==> src/rtl/ternary_popcount_neuron_seq_if.sv <==
// Handshake and popcount-unit bus for the sequential ternary neuron.
// slave = the neuron controller, master = its surroundings (feature source, popcount unit, next layer).
interface ternary_popcount_neuron_seq_if #(
  parameter int NUM_CHUNKS = 4,
  parameter int CHUNK_W    = 24,
  parameter int PC_W       = 5,
  parameter int ACC_W      = 7
);
  logic                           in_valid;
  logic                           in_ready;
  logic [NUM_CHUNKS*CHUNK_W-1:0]  in_x;
  logic [NUM_CHUNKS*CHUNK_W-1:0]  in_wpos;
  logic [NUM_CHUNKS*CHUNK_W-1:0]  in_wneg;
  logic signed [ACC_W:0]          in_thr_hi;
  logic signed [ACC_W:0]          in_thr_lo;
  logic [CHUNK_W-1:0]             pc_operand;
  logic [PC_W-1:0]                pc_result;
  logic                           out_valid;
  logic                           out_ready;
  logic [1:0]                     out_act;
  logic signed [ACC_W:0]          out_sum;

  modport slave (
    input  in_valid, in_x, in_wpos, in_wneg, in_thr_hi, in_thr_lo, pc_result, out_ready,
    output in_ready, pc_operand, out_valid, out_act, out_sum
  );

  modport master (
    output in_valid, in_x, in_wpos, in_wneg, in_thr_hi, in_thr_lo, pc_result, out_ready,
    input  in_ready, pc_operand, out_valid, out_act, out_sum
  );
endinterface

==> src/rtl/ternary_popcount_neuron_seq.sv <==
// Ternary neuron sharing one external popcount unit: POS/NEG pass per chunk, result 2*NUM_CHUNKS+1 cycles after accept.
// Accepts only in IDLE; holds the result in DONE until out_ready, no overlap with the next input.
module ternary_popcount_neuron_seq #(
  parameter int NUM_CHUNKS = 4,
  parameter int CHUNK_W    = 24,
  parameter int PC_W       = 5,
  parameter int ACC_W      = 7
) (
  input  logic                          clk,
  input  logic                          rst,
  ternary_popcount_neuron_seq_if.slave  bus
);
  localparam int VEC_W = NUM_CHUNKS * CHUNK_W;
  localparam int IDX_W = (NUM_CHUNKS > 1) ? $clog2(NUM_CHUNKS) : 1;

  typedef enum logic [1:0] {IDLE, POS, NEG, DONE} state_t;

  state_t                r_state;
  state_t                w_state_nxt;
  logic [IDX_W-1:0]      r_idx;
  logic [VEC_W-1:0]      r_x;
  logic [VEC_W-1:0]      r_ep;
  logic [VEC_W-1:0]      r_en;
  logic signed [ACC_W:0] r_thr_hi;
  logic signed [ACC_W:0] r_thr_lo;
  logic [ACC_W-1:0]      r_pos_acc;
  logic [ACC_W-1:0]      r_neg_acc;
  logic                  r_out_valid;
  logic [1:0]            r_out_act;
  logic signed [ACC_W:0] r_out_sum;

  logic [CHUNK_W-1:0]    w_x_chunk;
  logic [CHUNK_W-1:0]    w_ep_chunk;
  logic [CHUNK_W-1:0]    w_en_chunk;
  logic                  w_last;
  logic [ACC_W-1:0]      w_acc_cur;
  logic [ACC_W:0]        w_acc_sum;
  logic [ACC_W-1:0]      w_acc_sat;
  logic signed [ACC_W:0] w_diff;
  logic [1:0]            w_act;

  always_comb begin
    w_x_chunk  = '0;
    w_ep_chunk = '0;
    w_en_chunk = '0;
    for (int k = 0; k < NUM_CHUNKS; k++) begin
      if (r_idx == IDX_W'(k)) begin
        w_x_chunk  = r_x[k*CHUNK_W +: CHUNK_W];
        w_ep_chunk = r_ep[k*CHUNK_W +: CHUNK_W];
        w_en_chunk = r_en[k*CHUNK_W +: CHUNK_W];
      end
    end
  end

  assign w_last = (r_idx == IDX_W'(NUM_CHUNKS - 1));

  // Saturate instead of wrapping: an approximate popcount unit may over-report.
  assign w_acc_cur = (r_state == NEG) ? r_neg_acc : r_pos_acc;
  assign w_acc_sum = {1'b0, w_acc_cur} + {{(ACC_W + 1 - PC_W){1'b0}}, bus.pc_result};
  assign w_acc_sat = w_acc_sum[ACC_W] ? {ACC_W{1'b1}} : w_acc_sum[ACC_W-1:0];

  // Used only on the NEG->DONE edge, so the last NEG addition is the saturated value.
  assign w_diff = $signed({1'b0, r_pos_acc}) - $signed({1'b0, w_acc_sat});

  always_comb begin
    w_act = 2'b00;
    if (w_diff >= r_thr_hi) begin
      w_act = 2'b01;
    end else if (w_diff <= r_thr_lo) begin
      w_act = 2'b11;
    end
  end

  always_ff @(posedge clk) begin
    if (rst) begin
      r_state <= IDLE;
    end else begin
      r_state <= w_state_nxt;
    end
  end

  always_comb begin
    w_state_nxt    = r_state;
    bus.in_ready   = 1'b0;
    bus.pc_operand = '0;
    case (r_state)
      IDLE: begin
        bus.in_ready = 1'b1;
        if (bus.in_valid) w_state_nxt = POS;
      end
      POS: begin
        bus.pc_operand = w_x_chunk & w_ep_chunk;
        w_state_nxt    = NEG;
      end
      NEG: begin
        bus.pc_operand = w_x_chunk & w_en_chunk;
        w_state_nxt    = w_last ? DONE : POS;
      end
      DONE: begin
        if (bus.out_ready) w_state_nxt = IDLE;
      end
      default: w_state_nxt = IDLE;
    endcase
  end

  always_ff @(posedge clk) begin
    if (rst) begin
      r_idx       <= '0;
      r_x         <= '0;
      r_ep        <= '0;
      r_en        <= '0;
      r_thr_hi    <= '0;
      r_thr_lo    <= '0;
      r_pos_acc   <= '0;
      r_neg_acc   <= '0;
      r_out_valid <= 1'b0;
      r_out_act   <= 2'b00;
      r_out_sum   <= '0;
    end else begin
      case (r_state)
        IDLE: begin
          if (bus.in_valid) begin
            r_x       <= bus.in_x;
            r_ep      <= bus.in_wpos & ~bus.in_wneg;
            r_en      <= bus.in_wneg & ~bus.in_wpos;
            r_thr_hi  <= bus.in_thr_hi;
            r_thr_lo  <= bus.in_thr_lo;
            r_pos_acc <= '0;
            r_neg_acc <= '0;
            r_idx     <= '0;
          end
        end
        POS: r_pos_acc <= w_acc_sat;
        NEG: begin
          r_neg_acc <= w_acc_sat;
          if (w_last) begin
            r_out_valid <= 1'b1;
            r_out_sum   <= w_diff;
            r_out_act   <= w_act;
          end else begin
            r_idx <= r_idx + IDX_W'(1);
          end
        end
        DONE: begin
          if (bus.out_ready) r_out_valid <= 1'b0;
        end
        default: ;
      endcase
    end
  end

  assign bus.out_valid = r_out_valid;
  assign bus.out_act   = r_out_act;
  assign bus.out_sum   = r_out_sum;
endmodule

==> src/flat_wrapper.sv <==
// flat-port wrapper written by rule: the top's interface ports become plain ports
module ternary_popcount_neuron_seq_flat 
#(
  parameter int NUM_CHUNKS = 4,
  parameter int CHUNK_W    = 24,
  parameter int PC_W       = 5,
  parameter int ACC_W      = 7
)
  (clk, rst, bus_in_valid, bus_in_x, bus_in_wpos, bus_in_wneg, bus_in_thr_hi, bus_in_thr_lo, bus_pc_result, bus_out_ready, bus_in_ready, bus_pc_operand, bus_out_valid, bus_out_act, bus_out_sum);
  ternary_popcount_neuron_seq_if #(.NUM_CHUNKS(NUM_CHUNKS), .CHUNK_W(CHUNK_W), .PC_W(PC_W), .ACC_W(ACC_W)) bus_i ();
  input  logic clk;
  input  logic rst;
  input wire logic [$bits(bus_i.in_valid)-1:0] bus_in_valid;
  input wire logic [$bits(bus_i.in_x)-1:0] bus_in_x;
  input wire logic [$bits(bus_i.in_wpos)-1:0] bus_in_wpos;
  input wire logic [$bits(bus_i.in_wneg)-1:0] bus_in_wneg;
  input wire logic [$bits(bus_i.in_thr_hi)-1:0] bus_in_thr_hi;
  input wire logic [$bits(bus_i.in_thr_lo)-1:0] bus_in_thr_lo;
  input wire logic [$bits(bus_i.pc_result)-1:0] bus_pc_result;
  input wire logic [$bits(bus_i.out_ready)-1:0] bus_out_ready;
  output wire logic [$bits(bus_i.in_ready)-1:0] bus_in_ready;
  output wire logic [$bits(bus_i.pc_operand)-1:0] bus_pc_operand;
  output wire logic [$bits(bus_i.out_valid)-1:0] bus_out_valid;
  output wire logic [$bits(bus_i.out_act)-1:0] bus_out_act;
  output wire logic [$bits(bus_i.out_sum)-1:0] bus_out_sum;
  assign bus_i.in_valid = bus_in_valid;
  assign bus_i.in_x = bus_in_x;
  assign bus_i.in_wpos = bus_in_wpos;
  assign bus_i.in_wneg = bus_in_wneg;
  assign bus_i.in_thr_hi = bus_in_thr_hi;
  assign bus_i.in_thr_lo = bus_in_thr_lo;
  assign bus_i.pc_result = bus_pc_result;
  assign bus_i.out_ready = bus_out_ready;
  assign bus_in_ready = bus_i.in_ready;
  assign bus_pc_operand = bus_i.pc_operand;
  assign bus_out_valid = bus_i.out_valid;
  assign bus_out_act = bus_i.out_act;
  assign bus_out_sum = bus_i.out_sum;
  ternary_popcount_neuron_seq #(.NUM_CHUNKS(NUM_CHUNKS), .CHUNK_W(CHUNK_W), .PC_W(PC_W), .ACC_W(ACC_W)) u_core (.clk(clk), .rst(rst), .bus(bus_i));
endmodule
==> config.mk <==
export PLATFORM = sky130hd
export DESIGN_NAME = ternary_popcount_neuron_seq_flat
export DESIGN_NICKNAME = d
export VERILOG_FILES = /design/src/rtl/ternary_popcount_neuron_seq_if.sv /design/src/rtl/ternary_popcount_neuron_seq.sv /design/src/flat_wrapper.sv
export SDC_FILE = /design/constraint.sdc
export NUM_CORES = 1
export LEC_CHECK = 0
export ABC_AREA = 0
export BUFFER_PORTS_ARGS = -buffer_cell sky130_fd_sc_hd__buf_2
export CORE_MARGIN = 1
export CORE_UTILIZATION = 55
export CTS_CLUSTER_DIAMETER = 100
export DETAILED_ROUTE_END_ITERATION = 10
export PLACE_DENSITY = 0.78
export SLEW_MARGIN = 20
export SYNTH_ARGS = -nofsm -noshare
export SYNTH_HDL_FRONTEND = slang
export SYNTH_SLANG_ARGS = --single-unit
==> constraint.sdc <==
create_clock -name clk -period 6.35 [get_ports clk]
set_clock_uncertainty 0.2 [all_clocks]
set_input_delay 0.3175 -clock clk [delete_from_list [all_inputs] [get_ports clk]]
set_output_delay 0.3175 -clock clk [all_outputs]
set_load 0.01 [all_outputs]
; ---- Word level (Yosys, flattened, before mapping)
; Cells that the tools add are included.
[word_totals]
register_bits = 333
mem_bits_rw = 0
elab_cells = 76
memories = 0
latch_bits = 0
romBits = 0
inputBits = 313
[op_classes]
div = 0
n_mul = 0
n_lt_le_gt_ge = 2
eq_ne = 10
n_mux = 31
bitwise = 6
reduce_logical = 12
shifts = 0
add_sub_neg = 3
[op_table]
columns = op, count
row1 = 2-to-1 mux 24 bit, 12
row2 = bitwise AND 96 bit, 2
row3 = NOT 96 bit, 2
row4 = bitwise AND 24 bit, 2
row5 = case mux 24 bit (2 select lines), 1
row6 = case mux 7 bit (2 select lines), 2
row7 = 2-to-1 mux 7 bit, 3
row8 = 2-to-1 mux 2 bit, 7
row9 = AND reduction 2 bit, 5
row10 = adder 7 x 5 -> 8 bit, 1
row11 = == test 2 bit (second input constant), 4
row12 = greater-or-equal comparator 8 bit, 1
row13 = less-or-equal comparator 8 bit, 1
row14 = case mux 2 bit (4 select lines), 1
row15 = subtractor 7 x 7 -> 8 bit, 1
row16 = inequality test 2 bit (second input constant), 3
row17 = AND reduction 3 bit, 2
row18 = nonzero test 2 bit, 3
row19 = == test 2 x 1 -> 1 bit (second input constant), 2
row20 = logical NOT 2 bit, 2
row21 = case mux 2 bit (2 select lines), 1
row22 = 2-to-1 mux 1 bit, 3
row23 = adder 2 x 1 -> 2 bit (second input constant), 1
row24 = inequality test 2 x 1 -> 1 bit (second input constant), 1
row25 = case mux 1 bit (2 select lines), 1

; ---- Logic depth before layout (Yosys ltp)
[logic_depth]
ltp_word = 8
mapped_depth = 28
ltp_nobuf = 24

; ---- Worst setup path before layout
; Ideal clock, no wire load.
[synth_path]
kind = reg-to-reg
start = register u_core.r_state[0]
end = register u_core.r_out_act[1], in the netlist u_core.bus.out_act[1]
path_buffers = 4
stages_incl_launch_ff = 28
period_less_slack_ns = 5.400
required_ns = 6.076
slack_ns = 0.950
arrival_time_ns = 5.126
path_cell_list = dfxtp_1 inv_1 ha_1 buf_2 buf_2 buf_2 buf_2 nand2_1 o21ai_0 ha_1 fa_1 a21o_1 a21o_1 xor2_1 or2_2 inv_1 ha_1 nand2_1 a2111oi_0 nor3_1 mux2i_1 ha_1 nand2b_1 a2111o_1 a211oi_1 a21oi_1 a21o_1 o21ai_0
[synth_between]
elab_chain_cells = 8
[synth_lines]
columns = element, line
row1 = "start, declared", ternary_popcount_neuron_seq.sv:18  ; state_t r_state;
row2 = "start signal, assigned", ternary_popcount_neuron_seq.sv:78  ; r_state <= w_state_nxt;
row3 = == test 2 bit *, ternary_popcount_neuron_seq.sv:58  ; assign w_acc_cur = (r_state == NEG) ? r_neg_acc : r_pos_acc;
row4 = 2-to-1 mux 7 bit *, ternary_popcount_neuron_seq.sv:58
row5 = adder 7 x 5 -> 8 bit *, ternary_popcount_neuron_seq.sv:59  ; assign w_acc_sum = {1'b0, w_acc_cur} + {{(ACC_W + 1 - PC_W){1'b0}}, bus.pc_result};
row6 = 2-to-1 mux 7 bit *, ternary_popcount_neuron_seq.sv:60  ; assign w_acc_sat = w_acc_sum[ACC_W] ? {ACC_W{1'b1}} : w_acc_sum[ACC_W-1:0];
row7 = subtractor 7 x 7 -> 8 bit *, ternary_popcount_neuron_seq.sv:63  ; assign w_diff = $signed({1'b0, r_pos_acc}) - $signed({1'b0, w_acc_sat});
row8 = via u_core.w_diff[6], ternary_popcount_neuron_seq.sv:39  ; logic signed [ACC_W:0] w_diff;
row9 = less-or-equal comparator 8 bit, ternary_popcount_neuron_seq.sv:69  ; end else if (w_diff <= r_thr_lo) begin
row10 = 2-to-1 mux 2 bit, ternary_popcount_neuron_seq.sv:69
row11 = 2-to-1 mux 2 bit *, ternary_popcount_neuron_seq.sv:67  ; if (w_diff >= r_thr_hi) begin
row12 = "end signal, assigned", ternary_popcount_neuron_seq.sv:139  ; r_out_act <= w_act;
row13 = "end, declared", ternary_popcount_neuron_seq.sv:29  ; logic [1:0] r_out_act;
; Mark *: on every way through the listed nets, which the timed path passes. The rest lies on a longest branch.
; A chain may end at the register's enable or synchronous reset.

; ---- Worst setup path after layout
; Ends and elaborated chain as after synthesis.

==> qor.yml <==
routing:
  via_count: 18400
  drtIter0Drc: 2389
  antenna_left: 0
  viasPerCell: 6.02
  wl_per_cell_um: 21.0
  drc: 0
  wirelength_mm: 64.4
  first_pass_iters: 8
sta:
  fmax_ghz: 0.188
  rsz0062_at_grt: "no"
  hold_violations: 0
  period_share_pct: 83.9
  fin_setup_tns_ns: 0
  tightestPinTransition_ns: 1.29
  setup_violations: 0
  slew_violations: 0
  relSlewSlack_pct: 14.0
  fin_crit_ns: 5.32
clocking:
  h-tree-depth: 2
  clkLatencyLatePin_ns: 0.51
  clock_tree.root_cell: "clkbuf_16"
  cts_tree: "done"
  cts_sinks: 333
  cts_resized: 0
  hold_buffers: 401
  postCtsSetupRepairBufs: 0
  numCtsBuffers: 36
  clock_path_buffers: 3
  path_clk_slew_ns: 0.06
synth:
  syn_area_per_cell_um2: 7.91
  yosys.area_share.adder_pct: 3.35
  yosys_warnings: 0
  ys_ff_latch: 333
  syn_inst: 1986
  syn-cell-area_um2: 15700
  ys_types: 50
  synthMuxAreaShare_pct: 3.61
  synth_flop_cell: "dfxtp_1"
  synth-seq-area-share_pct: 42.4
  yosysTopAreaCell: "dfxtp_1"
  synth-compound-area-share_pct: 21.0
  synth-edff-count: 0
  synthArstFlopShare_pct: 0
  syn_nets: 2338
  synth_top_family_by_area: "simple AND/OR/NAND/NOR gates"
  synth.area.top_cells: "dfxtp_1 (42%), nand2_1 (12%), a21oi_1 (10%)"
  synth_top_area_share_pct: 42.4
  yosys.area_share.simple_pct: 23.9
  synth_xor_area_share_pct: 0.558
worst_setup_path:
  crit_family: "compound AO/OA/AOI/OAI gates"
  endpoint_kind: "flop"
  critPathArrivalTime_ns: 5.55
  rrSetupSlack_ns: 1.03
  critPathKind: "flop to flop"
  startpoint_type: "flop"
  cp.required_ns: 6.58
  worst-path-buf-inv: 1
  crit_top_cell: "ha_1"
  cp_max_fo: 9
  worstPathCellList: "inv_1 > ha_4 > o21ai_0 > ha_1 > a211oi_2 > o21ai_2 > and2_1 > or2_2 > ha_1 > fa_1 > a2111oi_0 > nor3_1 > mux2i_1 > ha_1 > nand2b_1 > a2111o_1 > a211oi_1 > a21oi_1 > a21o_1 > o21ai_0"
  critPathSlowestCell: "fa_1"
  cpPeakStageDelay_ns: 0.49
placed_design:
  place_area_um2: 17600
  dp_cells: 2584
  place_congestion: 0.875
  port_buffers: 348
  dpl.hpwl_mm: 32.4
power_and_ir_drop:
  power_density_nw_per_um2: 283
  leakagePower_nw: 8.86
  ir_worst_vdd_mv: 0.280
  power.total_w: 0.00649
cells_and_area:
  fin_nets: 2997
  syn_to_final_growth_pct: 45.8
  fin_cells: 3062
  fin_area_um2: 22900
  fillers: 1644
  utilization_pct: 82.0
  drive_gt1_share_pct: 17.1
floorplanning:
  coreArea_um2: 27900
  dieArea_um2: 29200
  pin_count: 349
  die-width_um: 171
  rows: 61
  start_util_pct: 56.2
  die_y_um: 171
status:
  status: "finished clean"
grt:
  grt_use_total_pct: 43.7
  grt_start_max_net_pins: 219
  first_global_vias: 18500
  antenna_found_initial: 14
  grt_pass1_wl_mm: 98.5
  overflow: 0
job:
  maxCapViolCount: 0
worst_hold_path:
  hold_class: "primary input to flop"
-- cell type report --
cell class              count  area (µm²)  share of cell area [%]
multi-input cells        1443        8310                    36.3
clock inverters            10         144                   0.628
repair buffers            775        5990                    26.1
flip-flops and latches    333        6670                    29.1
inverters                  56         210                   0.918
clock buffers              55        1090                    4.78
well taps                 378         473                    2.06
diodes                     12        30.0                   0.131
-- cell usage after synthesis, types with 30 or more instances --
cell      number
a21o_1        30
a21oi_1      318
a22oi_1       36
clkbuf_1     132
dfxtp_1      333
ha_1          37
inv_1         56
mux2i_1       51
nand2_1      488
nand3b_1     192
nor2_1        70
o21ai_0       60
-- metrics by stage --
| stage | setup slack [ns] | hold slack (ns) |
|---|---|---|
| final | 1.03 | 0.125 |
| after global routing | 0.652 | 0.169 |
| after CTS | 1.06 | 0.144 |
| after detailed placement | 1.09 | 0.240 |
| after global placement | 1.19 | 0.238 |
| after floorplan | 0.950 | 0.229 |
-- cells in the final DEF, fill, tap and decap left out, drive strengths merged, types with 26 or more instances in the layout --
master,count
ha,37
nand2,488
nor2,70
nand3b,192
clkbuf,55
dfxtp,333
a21oi,320
mux2i,51
o21ai,65
a2111oi,26
a22oi,36
a211oi,30
inv,56
a21o,30
dlygate4sd3,401
buf,374
-- layer usage --
layer / routed length, µm / track usage, % / up-vias
met5: 48 / 0 / -
li1: - / - / 8196
met1: 22900 / 47.7 / 8460
met2: 29600 / 70.1 / 1294
met3: 6520 / 15.2 / 474
met4: 5380 / 32.6 / 8
-- logic make-up (layout without fill, tap and decap cells) --
group / after synthesis / count (layout)
other: 0 / 12
AO/OA/AOI/OAI: 549 / 549
XOR/XNOR: 10 / 10
AND/OR/NAND/NOR: 788 / 788
multiplexers: 55 / 55
buffers and inverters: 210 / 896
flip-flops: 333 / 333
adder cells (fa/ha/maj): 41 / 41
-- state kept, by name (all words and copies together), names as in the netlist, 2 cells and up --
signal	cells
u_core.r_ep	96
u_core.r_pos_acc	7
u_core.r_x	96
u_core.bus.out_act	2
u_core.r_thr_lo	8
u_core.r_neg_acc	7
u_core.r_state	2
u_core.r_thr_hi	8
u_core.r_idx	2
u_core.bus.out_sum	8
u_core.r_en	96
-- final timing paths --
check | start | end | cells after the start
worst min register to register | u_core.r_en[5] | u_core.r_en[5] | 2
worst min-delay path | rst | u_core.r_neg_acc[3] | 2
worst max register to register | u_core.r_state[0] | u_core.bus.out_act[1] | 20
worst max-delay path | u_core.r_state[0] | u_core.bus.out_act[1] | 20
-- report_power, final --
part           switching [W]  internal [W]
sequential          0.000131       0.00229
clock               0.000888       0.00132
combinational        0.00114      0.000732
total                0.00216       0.00434
Power figures use the tool's default switching activity.
